$ cat src/rtl/plot_pkg.sv
// Shared types and screen constants for the pixel-plot receiver.
package plot_pkg;

    localparam int SCREEN_W = 160;
    localparam int SCREEN_H = 120;
    localparam int FB_AW    = 15;

    typedef logic [2:0] colour_t;

    typedef struct packed {
        logic [7:0] x;
        logic [6:0] y;
        colour_t    colour;
    } plot_req_t;

    typedef enum logic [1:0] {
        RUN   = 2'd0,
        DRAIN = 2'd1,
        CLEAR = 2'd2
    } state_t;

    // Row-major linear framebuffer address; legal coordinates never overflow FB_AW bits.
    function automatic logic [FB_AW-1:0] lin_addr(input logic [7:0] px,
                                                  input logic [6:0] py,
                                                  input int unsigned w);
        return FB_AW'(32'(py) * w + 32'(px));
    endfunction

endpackage

$ cat src/rtl/plot_fifo.sv
// Synchronous FIFO of plot requests. Push is ignored when full and pop when
// empty, so the caller may drive them without extra guarding.
module plot_fifo
    import plot_pkg::*;
#(
    parameter int DEPTH = 8,
    localparam int AW = $clog2(DEPTH)
) (
    input  logic      clock,
    input  logic      resetn,
    input  logic      push_i,
    input  plot_req_t wdata_i,
    input  logic      pop_i,
    output plot_req_t rdata_o,
    output logic      full_o,
    output logic      empty_o,
    output logic [AW:0] count_o
);

    localparam logic [AW:0]   FULL_CNT = (AW+1)'(DEPTH);
    localparam logic [AW:0]   CNT_ONE  = (AW+1)'(1);
    localparam logic [AW-1:0] PTR_ONE  = AW'(1);

    plot_req_t     mem_q [DEPTH];
    logic [AW-1:0] wr_ptr_q;
    logic [AW-1:0] rd_ptr_q;
    logic [AW:0]   count_q;
    logic          do_push_s;
    logic          do_pop_s;

    assign full_o    = (count_q == FULL_CNT);
    assign empty_o   = (count_q == '0);
    assign count_o   = count_q;
    assign rdata_o   = mem_q[rd_ptr_q];
    assign do_push_s = push_i && !full_o;
    assign do_pop_s  = pop_i && !empty_o;

    // Storage array: written on accepted pushes only, contents need no reset.
    always_ff @(posedge clock) begin
        if (do_push_s) begin
            mem_q[wr_ptr_q] <= wdata_i;
        end
    end

    // Pointers and occupancy; simultaneous push and pop leave the count unchanged.
    always_ff @(posedge clock or negedge resetn) begin
        if (!resetn) begin
            wr_ptr_q <= '0;
            rd_ptr_q <= '0;
            count_q  <= '0;
        end else begin
            if (do_push_s) begin
                wr_ptr_q <= wr_ptr_q + PTR_ONE;
            end
            if (do_pop_s) begin
                rd_ptr_q <= rd_ptr_q + PTR_ONE;
            end
            case ({do_push_s, do_pop_s})
                2'b10:   count_q <= count_q + CNT_ONE;
                2'b01:   count_q <= count_q - CNT_ONE;
                default: count_q <= count_q;
            endcase
        end
    end

endmodule

$ cat src/rtl/plot_receiver.sv
// Pixel-plot receiver: accepts (x, y, colour) requests, clips off-screen ones,
// buffers the rest and writes them into the shared framebuffer port when the
// scan-out side grants a slot. Optional full-screen clear is built only when
// PLOT_RECEIVER_CLEAR_EN is defined.
module plot_receiver
    import plot_pkg::*;
#(
    parameter int WIDTH      = 160,
    parameter int HEIGHT     = 120,
    parameter int FIFO_DEPTH = 8
) (
    input  logic        clock,
    input  logic        resetn,
    input  logic        plot,
    input  logic [7:0]  x,
    input  logic [6:0]  y,
    input  logic [2:0]  colour,
    output logic        plot_ready,
    input  logic        clear_req,
    input  logic [2:0]  clear_colour,
    output logic        clear_busy,
    input  logic        fb_gnt,
    output logic        fb_we,
    output logic [14:0] fb_addr,
    output logic [2:0]  fb_data,
    output logic [7:0]  drop_count
);

    localparam int CW = $clog2(FIFO_DEPTH) + 1;
    localparam logic [7:0] X_LIM    = 8'(WIDTH);
    localparam logic [6:0] Y_LIM    = 7'(HEIGHT);
    localparam logic [7:0] DROP_MAX = 8'd255;

    plot_req_t         head_s;
    plot_req_t         wreq_s;
    logic              fifo_full_s;
    logic              fifo_empty_s;
    logic [CW-1:0]     fifo_count_s;
    logic              accept_s;
    logic              in_range_s;
    logic              push_s;
    logic              pop_s;
    logic              plot_ready_s;
    logic              clear_busy_s;
    logic              sweep_wr_s;
    logic [FB_AW-1:0]  sweep_addr_s;
    colour_t           sweep_colour_s;

    logic              fb_we_q,    fb_we_d;
    logic [FB_AW-1:0]  fb_addr_q,  fb_addr_d;
    colour_t           fb_data_q,  fb_data_d;
    logic [7:0]        drop_q,     drop_d;

    logic              unused_count_s;

    assign accept_s   = plot && plot_ready_s;
    assign in_range_s = (x < X_LIM) && (y < Y_LIM);
    assign push_s     = accept_s && in_range_s;
    assign pop_s      = !fifo_empty_s && fb_gnt;
    assign wreq_s     = '{x: x, y: y, colour: colour};
    assign unused_count_s = ^fifo_count_s;

    plot_fifo #(.DEPTH(FIFO_DEPTH)) u_fifo (
        .clock   (clock),
        .resetn  (resetn),
        .push_i  (push_s),
        .wdata_i (wreq_s),
        .pop_i   (pop_s),
        .rdata_o (head_s),
        .full_o  (fifo_full_s),
        .empty_o (fifo_empty_s),
        .count_o (fifo_count_s)
    );

`ifdef PLOT_RECEIVER_CLEAR_EN
    localparam logic [FB_AW-1:0] LAST_ADDR = FB_AW'(WIDTH * HEIGHT - 1);
    localparam logic [FB_AW-1:0] ADDR_ONE  = FB_AW'(1);

    state_t            state_q,      state_d;
    logic [FB_AW-1:0]  clr_cnt_q,    clr_cnt_d;
    colour_t           clr_colour_q, clr_colour_d;

    // FSM state, clear address counter and latched fill colour.
    always_ff @(posedge clock or negedge resetn) begin
        if (!resetn) begin
            state_q      <= RUN;
            clr_cnt_q    <= '0;
            clr_colour_q <= 3'd0;
        end else begin
            state_q      <= state_d;
            clr_cnt_q    <= clr_cnt_d;
            clr_colour_q <= clr_colour_d;
        end
    end

    // Next state: drain buffered plots (and the last write) before sweeping.
    always_comb begin
        state_d      = state_q;
        clr_cnt_d    = clr_cnt_q;
        clr_colour_d = clr_colour_q;
        case (state_q)
            RUN: begin
                clr_cnt_d = '0;
                if (clear_req) begin
                    state_d      = DRAIN;
                    clr_colour_d = clear_colour;
                end else begin
                    state_d = RUN;
                end
            end
            DRAIN: begin
                if (fifo_empty_s && !fb_we_q) begin
                    state_d = CLEAR;
                end else begin
                    state_d = DRAIN;
                end
            end
            CLEAR: begin
                if (fb_gnt) begin
                    if (clr_cnt_q == LAST_ADDR) begin
                        state_d   = RUN;
                        clr_cnt_d = '0;
                    end else begin
                        clr_cnt_d = clr_cnt_q + ADDR_ONE;
                    end
                end else begin
                    clr_cnt_d = clr_cnt_q;
                end
            end
            default: begin
                state_d   = RUN;
                clr_cnt_d = '0;
            end
        endcase
    end

    // State-decoded outputs: handshake readiness, busy flag and sweep write strobe.
    always_comb begin
        plot_ready_s = 1'b0;
        clear_busy_s = 1'b0;
        sweep_wr_s   = 1'b0;
        case (state_q)
            RUN:   plot_ready_s = !fifo_full_s;
            DRAIN: clear_busy_s = 1'b1;
            CLEAR: begin
                clear_busy_s = 1'b1;
                sweep_wr_s   = fb_gnt;
            end
            default: plot_ready_s = 1'b0;
        endcase
    end

    assign sweep_addr_s   = clr_cnt_q;
    assign sweep_colour_s = clr_colour_q;
`else
    logic unused_clear_s;

    assign unused_clear_s = clear_req ^ (^clear_colour);
    assign plot_ready_s   = !fifo_full_s;
    assign clear_busy_s   = 1'b0;
    assign sweep_wr_s     = 1'b0;
    assign sweep_addr_s   = '0;
    assign sweep_colour_s = 3'd0;
`endif

    // Framebuffer write port: buffered plots first, then sweep writes; hold when idle.
    always_comb begin
        fb_we_d   = 1'b0;
        fb_addr_d = fb_addr_q;
        fb_data_d = fb_data_q;
        if (pop_s) begin
            fb_we_d   = 1'b1;
            fb_addr_d = lin_addr(head_s.x, head_s.y, WIDTH);
            fb_data_d = head_s.colour;
        end else if (sweep_wr_s) begin
            fb_we_d   = 1'b1;
            fb_addr_d = sweep_addr_s;
            fb_data_d = sweep_colour_s;
        end else begin
            fb_we_d = 1'b0;
        end
    end

    // Saturating count of clipped (accepted but discarded) requests.
    always_comb begin
        if (accept_s && !in_range_s && (drop_q != DROP_MAX)) begin
            drop_d = drop_q + 8'd1;
        end else begin
            drop_d = drop_q;
        end
    end

    // Registered framebuffer outputs and drop counter.
    always_ff @(posedge clock or negedge resetn) begin
        if (!resetn) begin
            fb_we_q   <= 1'b0;
            fb_addr_q <= '0;
            fb_data_q <= 3'd0;
            drop_q    <= 8'd0;
        end else begin
            fb_we_q   <= fb_we_d;
            fb_addr_q <= fb_addr_d;
            fb_data_q <= fb_data_d;
            drop_q    <= drop_d;
        end
    end

    assign plot_ready = plot_ready_s;
    assign clear_busy = clear_busy_s;
    assign fb_we      = fb_we_q;
    assign fb_addr    = fb_addr_q;
    assign fb_data    = fb_data_q;
    assign drop_count = drop_q;

endmodule

$ cat config.mk
export PLATFORM = sky130hd
export DESIGN_NAME = plot_receiver
export DESIGN_NICKNAME = d
export VERILOG_FILES = /design/src/rtl/plot_pkg.sv /design/src/rtl/plot_fifo.sv /design/src/rtl/plot_receiver.sv
export SDC_FILE = /design/constraint.sdc
export NUM_CORES = 1
export LEC_CHECK = 0
export BUFFER_PORTS_ARGS = -buffer_cell sky130_fd_sc_hd__buf_4
export CAP_MARGIN = 20
export CORE_ASPECT_RATIO = 1.5
export CORE_MARGIN = 4
export CORE_UTILIZATION = 40
export CTS_CLUSTER_DIAMETER = 50
export DETAILED_ROUTE_END_ITERATION = 8
export PLACE_DENSITY = 0.64
export SLEW_MARGIN = 20
export SYNTH_ARGS = -nofsm -noshare
export SYNTH_HDL_FRONTEND = slang
export SYNTH_SLANG_ARGS = --single-unit
$ cat constraint.sdc
create_clock -name clock -period 9.64 [get_ports clock]
set_input_delay 1.446 -clock clock [delete_from_list [all_inputs] [get_ports clock]]
set_output_delay 1.446 -clock clock [all_outputs]
set_load 0.01 [all_outputs]
Word-level counts from Yosys, hierarchy flattened
Memories as Yosys holds them, arrays and structs flattened.
Index checks and enable logic that the tools add are counted.

word-level totals
  bits in registers = 37
  latch bits = 0
  bits in writable memories = 144
  memory bits (read-only) = 0
  input port bits = 26
  output and inout bits = 29
  memories = 1

operators by class
  add/sub/neg operators = 6
  $mul = 1
  div/mod/pow operators = 0
  $lt $le $gt $ge = 2
  equality and inequality tests = 4
  shifts and indexed selects = 0
  mux-type cells = 4
  bitwise gates (word level) = 0
  reduce and logical (&&, ||, !) cells = 13

memories
  memory        depth  bits a word  read ports  clocked after memory_dff  write ports  line             source
  u_fifo.mem_q  8      18           1           0                         1            plot_fifo.sv:24  plot_req_t mem_q [DEPTH];

operator list
  kind                  number
  $add 15x8->15         1
  $mul 7x3->10 const B  1
  $add 8x1->8 const B   1
  $logic_and 1x1->1     8
  $lt 8x8->1 const B    1
  $ne 8x8->1 const B    1
  $pmux 4 s2            1
  $lt 7x7->1 const B    1
  $add 3x1->3 const B   2
  $add 4x1->4 const B   1
  $eq 4x4->1 const B    1
  $logic_not 4->1       1
  $sub 4x1->4 const B   1
  $logic_not 1->1       3
  $mux 1                3
  $eq 2x1->1 const B    1
  $eq 2x2->1 const B    1
  $reduce_bool 2->1     1

Longest topological paths before layout
Gate-level depths: netlist of run 1.

  word-level depth = 7
  mapped depth = 14
  depth with buffers taken out = 12

Cells and area by module
From an unflattened synthesis of run 1, not the netlist that was laid out.

second synthesis, totals
  cell total of the unflattened synthesis = 441
  area, all modules = 7733.7 um^2

modules (own cells, without submodules)
  module         instances  cells each  area an instance (um^2)
  plot_fifo      1          275         6153.4
  plot_receiver  1          166         1580.3

Worst setup path after synthesis of run 1
Ideal clock, no wire load.

  kind = reg-to-reg
  from = register u_fifo.rd_ptr_q[1]
  to = register fb_addr_q[13] (netlist: fb_addr[13])
  arrival = 3.906 ns
  required time = 9.515 ns
  path slack = 5.609 ns
  stages on the path, launching flop included = 15
  path buffers = 2
  period minus slack after synthesis = 4.031 ns
  path through = dfrtp_1 -> clkbuf_1 -> clkbuf_1 -> mux4_2 -> mux2i_1 -> inv_1 -> ha_1 -> ha_1 -> fa_1 -> a211oi_1 -> nor2_2 -> xor2_1 -> and4bb_2 -> xnor3_1 -> mux2_4

on the way
  longest elaborated chain between the ends = 3

RTL lines
  element                   line                  source
  start: declaration        plot_fifo.sv:26       logic [AW-1:0] rd_ptr_q;
  start signal: assignment  plot_fifo.sv:56       rd_ptr_q <= rd_ptr_q + PTR_ONE;
  $mem_v2 8x18 (*)          --
  $mul 7x3->10              plot_pkg.sv:26        return FB_AW'(32'(py) * w + 32'(px));
  $add 15x8->15 (*)         plot_pkg.sv:26
  end signal: assignment    plot_receiver.sv:202  fb_addr_q <= fb_addr_d;
  end: declaration          plot_receiver.sv:50   logic [FB_AW-1:0] fb_addr_q, fb_addr_d;

Mark *: on every way between the ends. The rest lies on a longest branch, timed or not.
A chain may end at the register's enable or synchronous reset.

Worst setup path in the final report of run 1
Same ends and word-level chain as after synthesis.

==> results.json, run 1 <==
{
  "synth_cell_type_count": 41,
  "grt_use_total": 0.1426,
  "maxSlewViolCount": 0,
  "rrSetupSlack_ps": 5030,
  "die_h_um": 175.1,
  "start_util": 0.4115,
  "dp_hpwl_mm": 9.157,
  "wl_met1_mm": 5.578,
  "required_ps": 9950,
  "cts_setup_buffers": 0,
  "p_per_area_nw_per_um2": 337.8,
  "max_freq_ghz": 0.2169,
  "ios": 55,
  "clock_path_buffers": 2,
  "tns_ps": 0,
  "hold_class": "reg2reg",
  "power_mw": 2.949,
  "layout_common_cells": "edfxtp_1 (144), buf_4 (61), nand2_1 (36), mux4_2 (36), dfrtp_1 (36)",
  "whs_endpoint": "fb_data[2]",
  "critical_path_arrival_ps": 4920,
  "layout-drive-gt1-share": 0.2967,
  "setup_violations": 0,
  "grt_pass1_vias": 4051,
  "cp-start-kind": "flop",
  "clkPwrFrac": 0.226,
  "nets": 527,
  "antenna_found_initial": 0,
  "relSlewSlack": 0.4982,
  "ys_warn_count": 0,
  "holdBufCountCts": 0,
  "core_um2": 18090,
  "utilization": 0.4826,
  "die_area_um2": 20900,
  "antennaDiodeCount": 0,
  "cts_max_level": 4,
  "hold_violations": 0,
  "ff2ff_path_depth": 13,
  "drc": 0,
  "leakage_nw": 3.167,
  "die_w_um": 119.4,
  "vias_per_cell": 5.065,
  "p_switching_mw": 1.004,
  "ir_worst_vdd_uv": 152.0,
  "p_seq_frac": 0.364,
  "combPwrFrac": 0.410,
  "routed_wl_mm": 14.03,
  "async_reset_ff_frac": 0.2044,
  "wl_met2_mm": 7.708,
  "clk_pin_slew_ps": 70,
  "worstReg2RegEnd": "fb_addr[13]",
  "crit_fanout": 23,
  "grt_overflow": 0,
  "first_iter_violations": 176,
  "synth_ff_type": "edfxtp_1",
  "postSynthNetCount": 462,
  "hold_depth": 2,
  "intPower_mw": 1.945,
  "routedWlPerCell_um": 18.96,
  "cts.sinks": 181,
  "portBuffers": 49,
  "outcome": "finished clean",
  "reg2reg_from": "u_fifo.rd_ptr_q[1]",
  "root_buffer": "clkbuf_16",
  "cp-end-kind": "flop",
  "cts_resized": 0,
  "avgSynthCellArea_um2": 17.98,
  "worst_pin_slew_ps": 752.7,
  "final_common_cell": "edfxtp_1",
  "rsz0062_at_grt": "false",
  "synth_top_cell_area_share": 0.5808,
  "place_congestion": 0.7524,
  "synth_area_leaders": "edfxtp_1 (58%), dfrtp_1 (12%), mux4_2 (11%), ha_1 (3.2%), nand2_1 (1.8%)",
  "cts_tree": "done",
  "cts_made_buffers": 17,
  "syn-cell-area_um2": 7445,
  "finClkSkew_ps": 7.325,
  "yosys.area.top_type": "edfxtp_1",
  "cap_violations": 0,
  "row_count": 60,
  "worstHoldStart": "fb_data[2]",
  "post-route-min-period_ps": 4611,
  "swShare": 0.3406,
  "wl_met3_um": 421,
  "vias": 3748,
  "post-route-period-util": 0.4783,
  "synth-seq-cells": 181,
  "syn2layout_area_growth_pct": 17.28,
  "first_pass_iters": 4,
  "syn_inst": 414,
  "top_layer": "met4",
  "grt_pass1_wl_mm": 22.38,
  "grt_max_degree": 39,
  "criticalPathCategory": "reg2reg",
  "synth-seq-area-share": 0.7052,
  "synth_edf_count": 144,
  "clock_latency_ps": 430,
  "postRouteAntennaNets": 0
}
## worst max path at each step
stage,endpoint,start
CTS,fb_addr[13],u_fifo.rd_ptr_q[1]
finish,fb_addr[13],u_fifo.rd_ptr_q[1]
floorplan,fb_addr[13],u_fifo.rd_ptr_q[1]
detailed placement,fb_addr[13],u_fifo.rd_ptr_q[1]
global placement,fb_addr[13],u_fifo.rd_ptr_q[1]
global route,fb_addr[13],u_fifo.rd_ptr_q[1]
## synth_stat cells, types with 3 or more instances
| cell type | instances |
|---|---|
| dfrtp_1 | 37 |
| mux2_2 | 8 |
| mux4_2 | 36 |
| xnor2_1 | 15 |
| a21oi_1 | 5 |
| inv_1 | 9 |
| o21ai_0 | 19 |
| clkbuf_1 | 8 |
| nand3_1 | 4 |
| edfxtp_1 | 144 |
| ha_1 | 19 |
| nor2_1 | 15 |
| nor3_1 | 3 |
| xor2_1 | 8 |
| nand2_1 | 36 |
| buf_2 | 4 |
| mux2i_1 | 11 |
| fa_1 | 3 |
## through the flow
| step | cell area [um2] | worst slack (ps) | hold slack [ps] | instances |
|---|---|---|---|---|
| after CTS | 8731 | 4979 | 489.1 | 740 |
| final | 8731 | 5029 | 477.9 | 740 |
| after global routing | 8731 | 4775 | 514.9 | 740 |
| after detailed placement | 8155 | 4976 | 473.5 | 708 |
| after global placement | 8155 | 4991 | 463.9 | 708 |
| after floorplan | 7445 | 5609 | 458.5 | 414 |
## area by class of cell
cell class	count	area [um2]
Sequential cell	181	5251
Clock buffer	19	432.9
Tap cell	248	310.3
Clock inverter	13	142.6
Fill cell	1487	9361
Timing Repair Buffer	61	457.9
Inverter	9	33.78
Multi-Input combinational cell	209	2102
## critical path: stages (launching register included)
cell	delay, ps
dfrtp_1	820
buf_4	470
mux4_2	360
mux2i_1	310
inv_1	120
ha_1	290
ha_1	220
fa_1	410
a211oi_1	290
nor2_2	90
xor2_1	240
and4bb_2	290
xnor3_1	310
mux2_4	260
## layer usage
layer,vias up,track usage
met5,-,0
met4,0,0.06020
met3,21,0.03109
met2,62,0.2567
met1,1939,0.1628
li1,1726,-
## power by group through the flow
stage | logic (mW) | registers, mW | clock network, mW
final | 1.21 | 1.07 | 0.666
after global routing | 1.36 | 1.09 | 0.718
after CTS | 1.24 | 1.08 | 0.684
after detailed placement | 1.23 | 1.09 | 0
after global placement | 1.20 | 1.08 | 0
after floorplan | 0.909 | 1.08 | 0
## flip-flops by register name, summed over array words and instances, names as in the netlist
name	cells
u_fifo.rd_ptr_q	3
u_fifo.mem_q	144
fb_data	3
u_fifo.wr_ptr_q	3
drop_count	8
fb_addr	15
fb_we	1
u_fifo.count_o	4
## cells by family (layout without fill, tap and decap cells)
group	after synthesis	after routing	synth area share
adder cells (fa/ha/maj)	22	22	0.04000
XOR/XNOR	24	24	0.03008
AO/OA/AOI/OAI	32	32	0.02454
AND/OR/NAND/NOR	73	73	0.04555
other	1	1	0.0005037
flip-flops	181	181	0.7052
multiplexers	57	57	0.1398
buffers and inverters	24	102	0.01429
Power figures use the tool's default switching activity.
==> run 2, diff against run 1 <==
==> constraint.sdc (replaced) <==
create_clock -name clock -period 4.3 [get_ports clock]
set_input_delay 0.645 -clock clock [delete_from_list [all_inputs] [get_ports clock]]
set_output_delay 0.645 -clock clock [all_outputs]
set_load 0.01 [all_outputs]
==> run 2 against run 1 <==
Fmax grew 18%; combinational power rose by 130%; hold slack worse by 290 ps; die area is the same; highest routed layer unchanged.
==> results.json, run 2 (synthesis results as in run 1) <==
{
  "antenna_found_initial": 0,
  "post-route-min-period_ps": 3915,
  "hold_class": "in2async",
  "ff2ff_path_depth": 12,
  "top_layer": "met4",
  "cts.sinks": 181,
  "cts_max_level": 4,
  "root_buffer": "clkbuf_16",
  "cts_made_buffers": 17,
  "die_w_um": 119.4,
  "crit_path_top_delay_cell": "mux4_2",
  "multi_input_comb_area_um2": 2102,
  "reg2reg_from": "u_fifo.rd_ptr_q[0]",
  "wl_met3_um": 305,
  "cts_tree": "done",
  "grt_max_degree": 38,
  "layout_common_cells": "edfxtp_1 (144), buf_4 (68), nand2_1 (36), mux4_2 (36), dfrtp_1 (36)",
  "ir_worst_vdd_uv": 343.7,
  "rsz0062_at_grt": "false",
  "critical_path_arrival_ps": 4220,
  "routedWlPerCell_um": 19.02,
  "leakage_nw": 3.229,
  "row_count": 60,
  "worst_pin_slew_ps": 591.6,
  "grt_pass1_wl_mm": 23.07,
  "nets": 534,
  "grt_overflow": 0,
  "relSlewSlack": 0.6056,
  "max_stage_delay_ps": 500,
  "ff_latch_area_um2": 5251,
  "setup_violations": 0,
  "core_um2": 18090,
  "grt_pass1_vias": 4149,
  "cap_violations": 0,
  "first_iter_violations": 253,
  "required_ps": 4610,
  "antennaDiodeCount": 0,
  "holdBufCountCts": 0,
  "nFillCells": 1500,
  "syn2layout_area_growth_pct": 18.35,
  "fin_cells": 747,
  "place_congestion": 0.7183,
  "ios": 55,
  "postRouteAntennaNets": 0,
  "drc": 0,
  "rrSetupSlack_ps": 380,
  "start_util": 0.4115,
  "vias": 3762,
  "tns_ps": 0,
  "max_freq_ghz": 0.2554,
  "routed_wl_mm": 14.21,
  "dp_hpwl_mm": 9.531,
  "worstReg2RegEnd": "fb_addr[13]",
  "clk_pin_slew_ps": 70,
  "criticalPathCategory": "reg2reg",
  "hold_violations": 0,
  "clock_latency_ps": 420,
  "maxSlewViolCount": 0,
  "outcome": "finished clean",
  "cts_resized": 0,
  "top_register": "u_fifo.mem_q",
  "portBuffers": 49,
  "layout-drive-gt1-share": 0.3086,
  "first_pass_iters": 4,
  "p_per_area_nw_per_um2": 770.1,
  "largest_register_ffs": 144,
  "crit_fanout": 7,
  "finClkSkew_ps": 8.661,
  "wl_met2_mm": 7.990,
  "post-route-period-util": 0.9105,
  "vias_per_cell": 5.036,
  "cp-end-kind": "flop",
  "clock_path_buffers": 2,
  "die_area_um2": 20900,
  "dp_cells": 715,
  "cts_setup_buffers": 0,
  "cp-start-kind": "flop",
  "wl_met1_mm": 5.686,
  "grt_use_total": 0.1456,
  "die_h_um": 175.1,
  "path_cells": "buf_4 -> buf_4 -> mux4_2 -> mux2_2 -> ha_1 -> ha_1 -> nor2_1 -> nor3b_1 -> nor2_1 -> and4bb_2 -> xnor3_1 -> mux2_4",
  "final_common_cell": "edfxtp_1"
}
[run 2: how the worst max path moves through the flow]
stage	start	endpoint	slack, ps	depth (start not counted)
2_1_floorplan	u_fifo.rd_ptr_q[1]	fb_addr[13]	270	14
3_3_place_gp	u_fifo.rd_ptr_q[0]	fb_addr[13]	410	12
3_5_place_dp	u_fifo.rd_ptr_q[0]	fb_addr[13]	390	12
4_1_cts	u_fifo.rd_ptr_q[0]	fb_addr[13]	360	12
5_1_grt	u_fifo.rd_ptr_q[0]	fb_addr[13]	140	12
6_report	u_fifo.rd_ptr_q[0]	fb_addr[13]	380	12
[run 2: cell type report]
cell class	count	share of cell area
clock buffers	17	0.04828
clock inverters	15	0.02016
well taps	248	0.03522
inverters	9	0.003834
flip-flops and latches	181	0.5960
multi-input cells	209	0.2386
repair buffers	68	0.05794
[run 2: critical path: cells and delay by family, from the launching register on]
family / cells / cell delay (ps)
fa+ha+maj: 2 / 630
buf+inv: 2 / 430
flops: 1 / 480
mux: 3 / 1060
simple gates: 4 / 870
xor+xnor: 1 / 330
[run 2: where the power goes]
group / leakage [nW] / switching, mW / total [mW] / internal, mW
sequential: 1.75 / 0.197 / 2.40 / 2.20
clock: 0.295 / 0.698 / 1.58 / 0.884
combinational: 1.18 / 1.39 / 2.80 / 1.42
total: 3.23 / 2.28 / 6.79 / 4.50
[run 2: metrics by stage]
| step | hold WS (ps) | worst slack (ps) | area [um2] | utilization | total power [mW] |
|---|---|---|---|---|---|
| floorplan | 349.4 | 269.1 | 7445 | - | 4.451 |
| global placement | 463.4 | 407.8 | 8208 | 0.4537 | 5.229 |
| detailed placement | 477.6 | 389.9 | 8208 | 0.4537 | 5.292 |
| CTS | 204.1 | 364.5 | 8811 | 0.4870 | 6.892 |
| global route | 219.1 | 138.6 | 8811 | 0.4870 | 7.269 |
| finish | 189.7 | 384.8 | 8811 | 0.4870 | 6.785 |
[run 2: routing by layer]
metal / global-route usage / vias to the layer above
li1: - / 1737
met1: 0.1645 / 1957
met2: 0.2711 / 55
met3: 0.02591 / 13
met4: 0.05542 / 0
met5: 0 / -
==> run 3, diff against run 2 <==
--- a/config.mk
+++ b/config.mk
@@ -7,12 +7,14 @@
 export LEC_CHECK = 0
 export BUFFER_PORTS_ARGS = -buffer_cell sky130_fd_sc_hd__buf_4
 export CAP_MARGIN = 20
+export CELL_PAD_IN_SITES_DETAIL_PLACEMENT = 0
+export CELL_PAD_IN_SITES_GLOBAL_PLACEMENT = 1
 export CORE_ASPECT_RATIO = 1.5
 export CORE_MARGIN = 4
 export CORE_UTILIZATION = 40
 export CTS_CLUSTER_DIAMETER = 50
 export DETAILED_ROUTE_END_ITERATION = 8
-export PLACE_DENSITY = 0.64
+export PLACE_DENSITY = 0.73
 export SLEW_MARGIN = 20
 export SYNTH_ARGS = -nofsm -noshare
 export SYNTH_HDL_FRONTEND = slang
==> constraint.sdc (replaced) <==
create_clock -name clock -period 3.6 [get_ports clock]
set_input_delay 0.54 -clock clock [delete_from_list [all_inputs] [get_ports clock]]
set_output_delay 0.54 -clock clock [all_outputs]
set_load 0.01 [all_outputs]
==> run 3 against run 2 <==
The run now ends with negative setup slack left; register-to-register slack lost 390 ps; first-iteration DRC count decreased by 23%; clock skew grew 0.67 ps; count of clock-buffer cells in the layout increased by 3; largest power group unchanged; sequential cell count is the same; via count increased by 1.5%; sequential power rose by 18%; hold slack got worse by 110 ps; critical endpoint unchanged; clock power rose by 20%.
==> results.json, run 3 (synthesis results as in run 1) <==
{
  "holdBufCountCts": 0,
  "violations": "negative setup slack",
  "ff2ff_path_depth": 12,
  "layout-drive-gt1-share": 0.3573,
  "routed_wl_mm": 14.56,
  "dpl_cell_area_um2": 8322,
  "required_ps": 3900,
  "crit_buf_inv": 1,
  "routedWlPerCell_um": 19.08,
  "die_w_um": 119.4,
  "crit_path_top_delay_cell": "mux4_2",
  "rsz0062_at_grt": "true",
  "met1_usage": 0.1779,
  "grt_max_degree": 38,
  "cp-start-kind": "flop",
  "max_stage_delay_ps": 490,
  "dp_hpwl_mm": 9.100,
  "final_area_um2": 9096,
  "post-route-min-period_ps": 3601,
  "start_util": 0.4115,
  "syn2layout_area_growth_pct": 22.18,
  "fin_cells": 763,
  "dp_slack_ps": -24.91,
  "postRouteAntennaNets": 0,
  "first_iter_violations": 194,
  "tns_ps": -1.423,
  "worstReg2RegEnd": "fb_addr[13]",
  "drc": 0,
  "portBuffers": 49,
  "cts_made_buffers": 17,
  "die_area_um2": 20900,
  "largest_register_ffs": 144,
  "grt_pass1_wl_mm": 23.15,
  "utilization": 0.5028,
  "die_h_um": 175.1,
  "place_congestion": 0.7923,
  "grt_use_total": 0.1459,
  "vias_per_cell": 5.007,
  "antennaDiodeCount": 0,
  "ir_worst_vdd_uv": 490.4,
  "clock_latency_ps": 410,
  "nets": 550,
  "critical-path-top-delay-family": "multiplexers",
  "antenna_found_initial": 0,
  "maxSlewViolCount": 0,
  "top_register": "u_fifo.mem_q",
  "root_buffer": "clkbuf_16",
  "clock_path_buffers": 2,
  "grt_overflow": 0,
  "grt_pass1_vias": 4164,
  "cap_violations": 0,
  "use_met2": 0.2578,
  "critical_path_arrival_ps": 3900,
  "path_cells": "buf_12 -> mux4_2 -> mux2_4 -> ha_4 -> ha_4 -> fa_2 -> a211oi_2 -> nor2_2 -> xor2_1 -> and4bb_2 -> xnor3_1 -> mux2_4",
  "finClkSkew_ps": 9.331,
  "criticalPathCategory": "reg2reg",
  "grt_use_met3": 0.03076,
  "core_um2": 18090,
  "leakage_nw": 3.326,
  "layout_common_cells": "edfxtp_1 (144), buf_4 (79), nand2_1 (36), mux4_2 (36), dfrtp_1 (36)",
  "first_pass_iters": 4,
  "p_per_area_nw_per_um2": 979.7,
  "max_freq_ghz": 0.2777,
  "reg2reg_from": "u_fifo.rd_ptr_q[0]",
  "hold_class": "in2async",
  "cts.sinks": 181,
  "hold_violations": 0,
  "rrSetupSlack_ps": -1,
  "dp_cells": 725,
  "crit_fanout": 6,
  "clk_pin_slew_ps": 70,
  "fin_ws_ps": -1.423,
  "row_count": 60,
  "ios": 55,
  "cts_max_level": 4,
  "vias": 3820,
  "nFillCells": 1457,
  "setup_violations": 1,
  "outcome": "finished with violations",
  "cp-end-kind": "flop",
  "cts_tree": "done",
  "top_usage_layer": "met2",
  "final_common_cell": "edfxtp_1",
  "post-route-period-util": 1.000
}
## run 3: cell count changes in the layout (fill, tap and decap cells not counted), moves of 4 or more
cell,previous run,this run
inv_6,7,3
buf_4,68,79
ha_4,0,7
ha_1,19,12
## run 3: power by group
| part | total (mW) | leakage, nW | internal (mW) | switching [mW] |
|---|---|---|---|---|
| registers | 2.84 | 1.75 | 2.63 | 0.207 |
| clock network | 1.89 | 0.289 | 1.11 | 0.778 |
| logic | 4.18 | 1.28 | 2.26 | 1.93 |
| total | 8.91 | 3.33 | 6.00 | 2.91 |
## run 3: metrics by stage
step	power (mW)	hold slack [ps]
after global placement	6.539	470.8
after floorplan	5.419	244.4
after global routing	9.532	110.5
after detailed placement	6.625	476.5
after CTS	8.829	95.71
final	8.911	77.06
## run 3: worst max-delay path by stage
| stage | from | to | slack (ps) | cells past startpoint |
|---|---|---|---|---|
| after CTS | u_fifo.rd_ptr_q[0] | fb_addr[13] | 6 | 13 |
| after global placement | u_fifo.rd_ptr_q[0] | fb_addr[13] | 20 | 12 |
| after detailed placement | u_fifo.rd_ptr_q[0] | fb_addr[13] | -20 | 12 |
| final | u_fifo.rd_ptr_q[0] | fb_addr[13] | -1 | 12 |
| after global routing | u_fifo.rd_ptr_q[0] | fb_addr[13] | -120 | 12 |
| after floorplan | u_fifo.rd_ptr_q[0] | fb_addr[13] | -40 | 14 |
## run 3: final cells by class
cell class | instances | area, um2 | share of cell area
clock inverters | 12 | 167.7 | 0.01843
inverters | 9 | 33.78 | 0.003714
repair buffers | 84 | 666.9 | 0.07332
well taps | 248 | 310.3 | 0.03411
multi-input cells | 209 | 2230 | 0.2451
clock buffers | 20 | 436.7 | 0.04801
flip-flops and latches | 181 | 5251 | 0.5773
## run 3: timing repair
action,4_1_cts,5_1_grt
endpoints found under the setup margin,1,3
resized for setup,12,9
buffers inserted,5,1
endpoints found under the hold margin,0,0
pin swaps,5,8
cloned,1,0
## run 3: layer usage
layer  share of wire  up-vias
met2            0.53       65
met5               0        -
met3           0.032       13
met1            0.42     1974
li1                -     1768
met4           0.014        0
